## config.mk

```make
export PLATFORM = sky130hd
export DESIGN_NAME = bscac7_gp_demux_dec_flat
export DESIGN_NICKNAME = d
export VERILOG_FILES = /design/src/rtl/bscac7_gp_demux_dec_if.sv /design/src/rtl/bscac7_gp_demux_dec.sv /design/src/flat_wrapper.sv
export SDC_FILE = /design/constraint.sdc
export NUM_CORES = 1
export LEC_CHECK = 0
export CAP_MARGIN = 0
export CORE_ASPECT_RATIO = 1.4
export CORE_MARGIN = 3
export CORE_UTILIZATION = 25
export DETAILED_ROUTE_END_ITERATION = 10
export SLEW_MARGIN = 30
export SYNTH_ARGS = -nofsm -noshare
export SYNTH_HDL_FRONTEND = slang
export SYNTH_SLANG_ARGS = --single-unit
```

## constraint.sdc

```tcl
create_clock -name clk -period 2.1 [get_ports clk]
set_input_delay 0.42 -clock clk [delete_from_list [all_inputs] [get_ports clk]]
set_output_delay 0.42 -clock clk [all_outputs]
set_load 0.01 [all_outputs]
```

## src/rtl/bscac7_gp_demux_dec_if.sv

```systemverilog
// Receive-side bus for the BSCAC7 Hex7 group decoder: TSV codeword input
// with ready, decoded word output with valid/ready.
interface bscac7_gp_demux_dec_if;
  logic [6:0] tsv_rx;
  logic       tsv_valid;
  logic       resync;
  logic       in_ready;
  logic [5:0] dec_data;
  logic       dec_ctrl;
  logic       dec_valid;
  logic       dec_ready;

  modport master (
    output tsv_rx, tsv_valid, resync, dec_ready,
    input  in_ready, dec_data, dec_ctrl, dec_valid
  );

  modport slave (
    input  tsv_rx, tsv_valid, resync, dec_ready,
    output in_ready, dec_data, dec_ctrl, dec_valid
  );
endinterface

```

## src/rtl/bscac7_gp_demux_dec.sv

```systemverilog
// BSCAC7 Hex7 receive decoder: transition decode, rotating group de-mux,
// 1-deep registered output, sticky crosstalk and overflow flags.
module bscac7_gp_demux_dec #(
  parameter logic [1:0] SEL_INIT  = 2'd0,
  parameter logic [6:0] PREV_INIT = 7'h00
) (
  input  logic                     clk,
  input  logic                     rst_n,
  bscac7_gp_demux_dec_if.slave     bus,
  output logic                     cw_err,
  output logic                     ovf_err,
  input  logic                     err_clr
);

  logic [6:0] prev_q;
  logic [1:0] sel_q;
  logic [5:0] data_q;
  logic       ctrl_q;
  logic       valid_q;

  logic       in_ready;
  logic       accept;
  logic       drop;
  logic [6:0] trans;
  logic [1:0] sel_eff;
  logic [1:0] sel_nxt;
  logic [5:0] data_nxt;
  logic       cw_hit;

  assign in_ready = !valid_q || bus.dec_ready;
  assign accept   = bus.tsv_valid && in_ready && !bus.resync;
  assign drop     = bus.tsv_valid && !in_ready && !bus.resync;
  assign trans    = bus.tsv_rx ^ prev_q;

  // An unreachable select of 3 maps like 0 so the rotation recovers.
  assign sel_eff = (sel_q == 2'd3) ? 2'd0 : sel_q;
  assign sel_nxt = (sel_eff == 2'd2) ? 2'd0 : sel_eff + 2'd1;

  always_comb begin
    int g;
    data_nxt = '0;
    for (int k = 0; k < 3; k++) begin
      g = k + int'(sel_eff);
      if (g >= 3) g = g - 3;
      data_nxt[2*k +: 2] = trans[2*g+1 +: 2];
    end
  end

  // Forbidden pattern: both wires of a group flip in opposite directions.
  always_comb begin
    logic [1:0] p;
    logic [1:0] n;
    cw_hit = 1'b0;
    for (int g = 0; g < 3; g++) begin
      p = prev_q[2*g+1 +: 2];
      n = bus.tsv_rx[2*g+1 +: 2];
      if ((p ^ n) == 2'b11 && (p[0] != p[1])) cw_hit = 1'b1;
    end
  end

  always_ff @(posedge clk or negedge rst_n) begin
    if (!rst_n) begin
      prev_q  <= PREV_INIT;
      sel_q   <= SEL_INIT;
      data_q  <= '0;
      ctrl_q  <= 1'b0;
      valid_q <= 1'b0;
      cw_err  <= 1'b0;
      ovf_err <= 1'b0;
    end else begin
      if (bus.resync) begin
        prev_q <= bus.tsv_rx;
        sel_q  <= SEL_INIT;
      end else if (accept) begin
        prev_q <= bus.tsv_rx;
        sel_q  <= sel_nxt;
      end

      if (accept) begin
        data_q  <= data_nxt;
        ctrl_q  <= trans[0];
        valid_q <= 1'b1;
      end else if (valid_q && bus.dec_ready) begin
        valid_q <= 1'b0;
      end

      if (accept && cw_hit) cw_err <= 1'b1;
      else if (err_clr)     cw_err <= 1'b0;

      if (drop)         ovf_err <= 1'b1;
      else if (err_clr) ovf_err <= 1'b0;
    end
  end

  assign bus.in_ready  = in_ready;
  assign bus.dec_data  = data_q;
  assign bus.dec_ctrl  = ctrl_q;
  assign bus.dec_valid = valid_q;

endmodule
```

## src/flat_wrapper.sv

```systemverilog
// flat-port wrapper written by rule: the top's interface ports become plain ports
module bscac7_gp_demux_dec_flat 
#(
  parameter logic [1:0] SEL_INIT  = 2'd0,
  parameter logic [6:0] PREV_INIT = 7'h00
)
  (clk, rst_n, cw_err, ovf_err, err_clr, bus_tsv_rx, bus_tsv_valid, bus_resync, bus_dec_ready, bus_in_ready, bus_dec_data, bus_dec_ctrl, bus_dec_valid);
  bscac7_gp_demux_dec_if bus_i ();
  input  logic clk;
  input  logic rst_n;
  output logic cw_err;
  output logic ovf_err;
  input  logic err_clr;
  input wire logic [$bits(bus_i.tsv_rx)-1:0] bus_tsv_rx;
  input wire logic [$bits(bus_i.tsv_valid)-1:0] bus_tsv_valid;
  input wire logic [$bits(bus_i.resync)-1:0] bus_resync;
  input wire logic [$bits(bus_i.dec_ready)-1:0] bus_dec_ready;
  output wire logic [$bits(bus_i.in_ready)-1:0] bus_in_ready;
  output wire logic [$bits(bus_i.dec_data)-1:0] bus_dec_data;
  output wire logic [$bits(bus_i.dec_ctrl)-1:0] bus_dec_ctrl;
  output wire logic [$bits(bus_i.dec_valid)-1:0] bus_dec_valid;
  assign bus_i.tsv_rx = bus_tsv_rx;
  assign bus_i.tsv_valid = bus_tsv_valid;
  assign bus_i.resync = bus_resync;
  assign bus_i.dec_ready = bus_dec_ready;
  assign bus_in_ready = bus_i.in_ready;
  assign bus_dec_data = bus_i.dec_data;
  assign bus_dec_ctrl = bus_i.dec_ctrl;
  assign bus_dec_valid = bus_i.dec_valid;
  bscac7_gp_demux_dec #(.SEL_INIT(SEL_INIT), .PREV_INIT(PREV_INIT)) u_core (.clk(clk), .rst_n(rst_n), .bus(bus_i), .cw_err(cw_err), .ovf_err(ovf_err), .err_clr(err_clr));
endmodule
```

## After elaboration in Yosys (flattened, before gate mapping)

Index checks and enable logic that the tools add are counted.

- Bits in registers: 19
- Latch bits: 0
- RAM bits: 0
- Bits in read-only memories: 0
- Output and inout bits: 11
- Word-level logic and storage cells: 68
- Memories kept: 0

- Add/subtract/negate cells: 9
- $mul: 0
- Divide/modulo/power cells: 0
- Order comparisons: 3
- Eq/ne operators: 8
- Shifts and indexed selects: 3
- Mux-type cells: 17
- Bitwise operators: 4
- Reductions and logical operators: 17

Operators with widths:

| kind | count |
|---|---|
| $add A32 B2 Y32 const B | 3 |
| $shiftx A7 B32 Y2 | 3 |
| $mux W31 | 3 |
| $ge A32 B3 Y1 const B | 2 |
| $sub A31 B3 Y31 const B | 2 |
| $mux W7 | 2 |
| $eq A2 B2 Y1 const B | 5 |
| $logic_and A1 B1 Y1 | 9 |
| $mux W1 | 8 |
| $mux W2 | 4 |
| $reduce_bool A2 Y1 | 4 |
| $xor A7 B7 Y7 | 1 |
| $xor A2 B2 Y2 | 3 |
| $add A1 B2 Y3 const A | 1 |
| $add A2 B2 Y3 const A | 1 |
| $logic_not A1 Y1 | 3 |
| $ne A1 B1 Y1 | 3 |
| $sub A2 B2 Y3 const B | 1 |
| $add A2 B1 Y2 const B | 1 |
| $ge A2 B2 Y1 const B | 1 |
| $logic_or A1 B1 Y1 | 1 |

## Depth between registers and ports, before layout

- Depth in word-level cells: 8
- Mapped depth: 7
- Gate-level depth less buffers: 6

## Worst setup path before layout

OpenSTA, ideal clock, no wires.

- Kind: reg-to-reg
- Start: register u_core.sel_q[0]
- End: register u_core.data_q[3], in the netlist u_core.bus.dec_data[3]
- Setup time: 63 ps
- Arrival: 1500 ps
- Required time: 2037 ps
- Path slack: 537 ps
- Cell stages (with the launch flop): 7
- Buffers on the path: 1
- Period minus slack after synthesis: 1563 ps
- Path through: dfrtp_1 -> inv_1 -> ha_1 -> clkbuf_2 -> or3_1 -> a31oi_1 -> o22a_2

- Longest elaborated chain between the ends: 7
- Elaborated cells between the ends (all ways): 8
- Classes of those cells: 3 x add/sub; 1 x order compare; 1 x eq/ne; 1 x shift; 2 x mux

Ends and longest elaborated chain:

| element | line | RTL |
|---|---|---|
| start, declared | bscac7_gp_demux_dec.sv:16 | `logic [1:0] sel_q;` |
| start signal, assigned | bscac7_gp_demux_dec.sv:76 | `sel_q <= sel_nxt;` |
| $eq A2 B2 Y1 | bscac7_gp_demux_dec.sv:36 | `assign sel_eff = (sel_q == 2'd3) ? 2'd0 : sel_q;` |
| $mux W2 * | bscac7_gp_demux_dec.sv:36 |  |
| $add A1 B2 Y3 * | bscac7_gp_demux_dec.sv:43 | `g = k + int'(sel_eff);` |
| $sub A31 B3 Y31 / $ge A32 B3 Y1 (equally long branches) | bscac7_gp_demux_dec.sv:44 | `if (g >= 3) g = g - 3;` |
| $mux W31 * | bscac7_gp_demux_dec.sv:44 |  |
| $add A32 B2 Y32 * | bscac7_gp_demux_dec.sv:45 | `data_nxt[2*k +: 2] = trans[2*g+1 +: 2];` |
| $shiftx A7 B32 Y2 * | bscac7_gp_demux_dec.sv:45 |  |
| end signal, assigned | bscac7_gp_demux_dec.sv:80 | `data_q <= data_nxt;` |
| end, declared | bscac7_gp_demux_dec.sv:17 | `logic [5:0] data_q;` |

Every way passes the cells marked *; elsewhere a longest branch is shown, timed or not.
A chain may end at the register's enable or synchronous reset.

## Worst setup path in the final report

- Start: input bus_dec_ready
- End: output bus_in_ready

- Longest elaborated chain between the ends: 1

Ends and longest elaborated chain:

| element | line | RTL |
|---|---|---|
| start, declared | flat_wrapper.sv:17 | `input wire logic [$bits(bus_i.dec_ready)-1:0] bus_dec_ready;` |
| $logic_or A1 B1 Y1 | bscac7_gp_demux_dec.sv:30 | `assign in_ready = !valid_q \|\| bus.dec_ready;` |
| end, declared | flat_wrapper.sv:18 | `output wire logic [$bits(bus_i.in_ready)-1:0] bus_in_ready;` |

No other way between the ends.

==> results.toml <==
[run_status]
status = "completed"

[timing]
final-setup-viol-count = 0
hold-worst-slack_ns = 0.480
drv_slew = 0
finalCritPeriodShare_pct = 92.3
slew_headroom_pct = 73.7
worstMarginPinSlew_ns = 0.394
fmax_mhz = 516
rsz0062_at_grt = "no"
min_period_ns = 1.94
clock_skew_ns = 0.00517
tns_ns = 0
hold_violations = 0

[synth]
syn-num-nets = 123
syn_area_mm2 = 0.00110
yosysSeqAreaShare_pct = 43.0
ys_ff_latch = 19
synth.avg_cell_area_um2 = 10.4
yosys_warnings = 0
ys_types = 33
syn_inst = 106

[routing]
wl_um = 2490
drtIter0Drc = 32
ant_nets = 0
drt-pass1-iter-count = 4
vias = 868
drc = 0
viasPerCell = 4.57
wl_per_cell_um = 13.1

[finish]
syn2layout_area_growth_pct = 31.4
fill_cells = 438
layout_common_cells = "23 x clkdlybuf4s50_1, 19 x dfrtp_1, 7 x nor2_1, 7 x mux2_2, 7 x nand2_1"
fin_util_pct = 34.2
stdcell_count = 190
nets = 148
layout_commonest_cell = "clkdlybuf4s50_1"
drive_above_1_share_pct = 13.8
n_antenna_cell = 0

[power]
power_w = 0.00106
switching_share_pct = 30.4
vdd_drop_max_mv = 0.207
seqPwrFrac_pct = 43.2
clkPwrFrac_pct = 25.6
p_int_w = 0.000739
pwr-share-comb_pct = 31.3
power_density_mw_per_mm2 = 732
power_leakage_nw = 0.568
p_sw_w = 0.000323

[clock_tree]
cts_hold_buf = 0
cts_buffers = 3
clock_path_buffers = 2
clk_latency_ns = 0.27
cts_tree = "built"
post_cts_buffers = 0
h-tree-depth = 1
cts_resized = 0
path_clk_slew_ns = 0.08
cts_root_buf = "clkbuf_8"
cts_sinks = 19

[critical_path]
worstSetupEndpoint = "bus_in_ready"
rrSetupSlack_ns = 0.42
ff2ff_path_depth = 5
worstReg2RegStart = "u_core.sel_q[0]"
worstSetupStartpoint = "bus_dec_ready"
rr_endpoint = "u_core.bus.dec_data[3]"
required_ns = 1.68
critPathMaxFanout = 2
end_kind = "primary output"
worstSetupStartpointType = "input port"
arrival_ns = 1.52
crit_type = "in2out"

[global_route]
antenna_found_initial = 0
grtUsageTotal_pct = 10.2
grt_pass1_wl_um = 4250
grt_remaining_overflow = 0
grt_max_degree = 20
grt_pass1_vias = 908

[floorplan]
die_height_um = 84.7
rows = 28
io_pins = 24
initial_core_util_pct = 26.1
dieArea_mm2 = 0.00526
core_area_mm2 = 0.00424
die_w_um = 62.2

[placement]
dp.cells = 186
io_buffers = 23
hpwl_um = 1920
place_congestion = 0.773

[worst_hold_path]
min_path_type = "in2async"

[job]
drv_cap = 0
-- per-stage QoR --
| step | setup WS, ns | instance area [µm²] |
|---|---|---|
| after floorplan | 0.537 | 1100 |
| after global placement | 0.157 | 1400 |
| after detailed placement | 0.155 | 1400 |
| after CTS | 0.153 | 1450 |
| after global routing | 0.121 | 1450 |
| final | 0.161 | 1450 |
-- cells by family (layout without fill, tap and decap cells) --
family | count (synthesis) | count (layout) | synth area share [%]
DFF | 19 | 19 | 43.0
adders and majority gates | 4 | 4 | 4.53
xor gates and xnor gates | 7 | 7 | 5.55
buffers and inverters | 10 | 34 | 4.08
and+or+nand+nor | 37 | 37 | 21.1
muxes | 8 | 8 | 8.04
AOI/OAI and AO/OA | 21 | 21 | 13.7
-- power by group through the flow --
stage / combinational, W / sequential, W / clock, W
final: 0.000332 / 0.000458 / 0.000271
after global routing: 0.000364 / 0.000468 / 0.000290
after CTS: 0.000336 / 0.000459 / 0.000280
after detailed placement: 0.000334 / 0.000467 / 0
after global placement: 0.000324 / 0.000462 / 0
after floorplan: 0.000163 / 0.000479 / 0
-- worst min path at each step --
stage,depth (start not counted),end,from,slack (ns)
after detailed placement,2,u_core.bus.dec_ctrl,u_core.bus.dec_ctrl,0.47
after global placement,2,u_core.bus.dec_data[4],u_core.bus.dec_data[4],0.45
after floorplan,0,u_core.bus.dec_ctrl,rst_n,0.12
after global routing,2,u_core.prev_q[5],rst_n,0.52
final,2,u_core.prev_q[5],rst_n,0.48
after CTS,2,u_core.prev_q[4],rst_n,0.49
-- flip-flops by register name (all words and copies together), names as in the netlist --
| register | cells |
|---|---|
| u_core.bus.dec_valid | 1 |
| u_core.bus.dec_data | 6 |
| u_core.cw_err | 1 |
| u_core.bus.dec_ctrl | 1 |
| u_core.sel_q | 2 |
| u_core.prev_q | 7 |
| u_core.ovf_err | 1 |
-- Yosys cell counts --
cell type   n  area, µm²
nor2_1      7       26.3
a211o_1     1       8.76
and4bb_2    2       25.0
and2_1      1       6.26
a21oi_1     5       25.0
nand2_1     7       26.3
a31oi_1     2       12.5
nand4b_1    1       8.76
ha_1        4       50.1
nor3b_1     1       7.51
nand2b_1    5       31.3
a21oi_4     1       16.3
and3_1      1       6.26
inv_1       4       15.0
a22o_1      3       26.3
or3b_1      1       8.76
clkbuf_2    2       10.0
o22ai_1     2       12.5
xor2_1      1       8.76
buf_2       4       20.0
o22a_2      1       10.0
xnor2_1     6       52.6
mux2_2      7       78.8
nand3b_1    3       22.5
mux2i_1     1       10.0
o31ai_1     1       7.51
o21ai_0     3       15.0
dfrtp_1    19        475
or3_1       1       6.26
nor2b_1     2       12.5
nor4bb_1    4       40.0
a221oi_1    2       17.5
nand3_1     1       5.00
-- worst max-delay path, cell delays in order --
cell and delay, ns:
clkdlybuf4s50_1 0.44, nand2b_1 0.11, clkdlybuf4s50_1 0.54
-- layer usage --
metal  global-route usage [%]  share of wire (%)
met2                     18.9                 54
met5                        0                  0
met3                     2.28                3.9
met4                     5.43                2.2
met1                     10.5                 40
-- final cells by class --
| class | instances | area [µm²] | share of cell area (%) |
|---|---|---|---|
| multi-input cells | 77 | 584 | 40.3 |
| inverters | 4 | 15.0 | 1.03 |
| flip-flops and latches | 19 | 475 | 32.8 |
| repair buffers | 26 | 253 | 17.4 |
| well taps | 60 | 75.1 | 5.17 |
| clock buffers | 3 | 41.3 | 2.84 |
| clock inverters | 1 | 7.51 | 0.517 |
No activity file was read; power rests on OpenSTA's default activity.
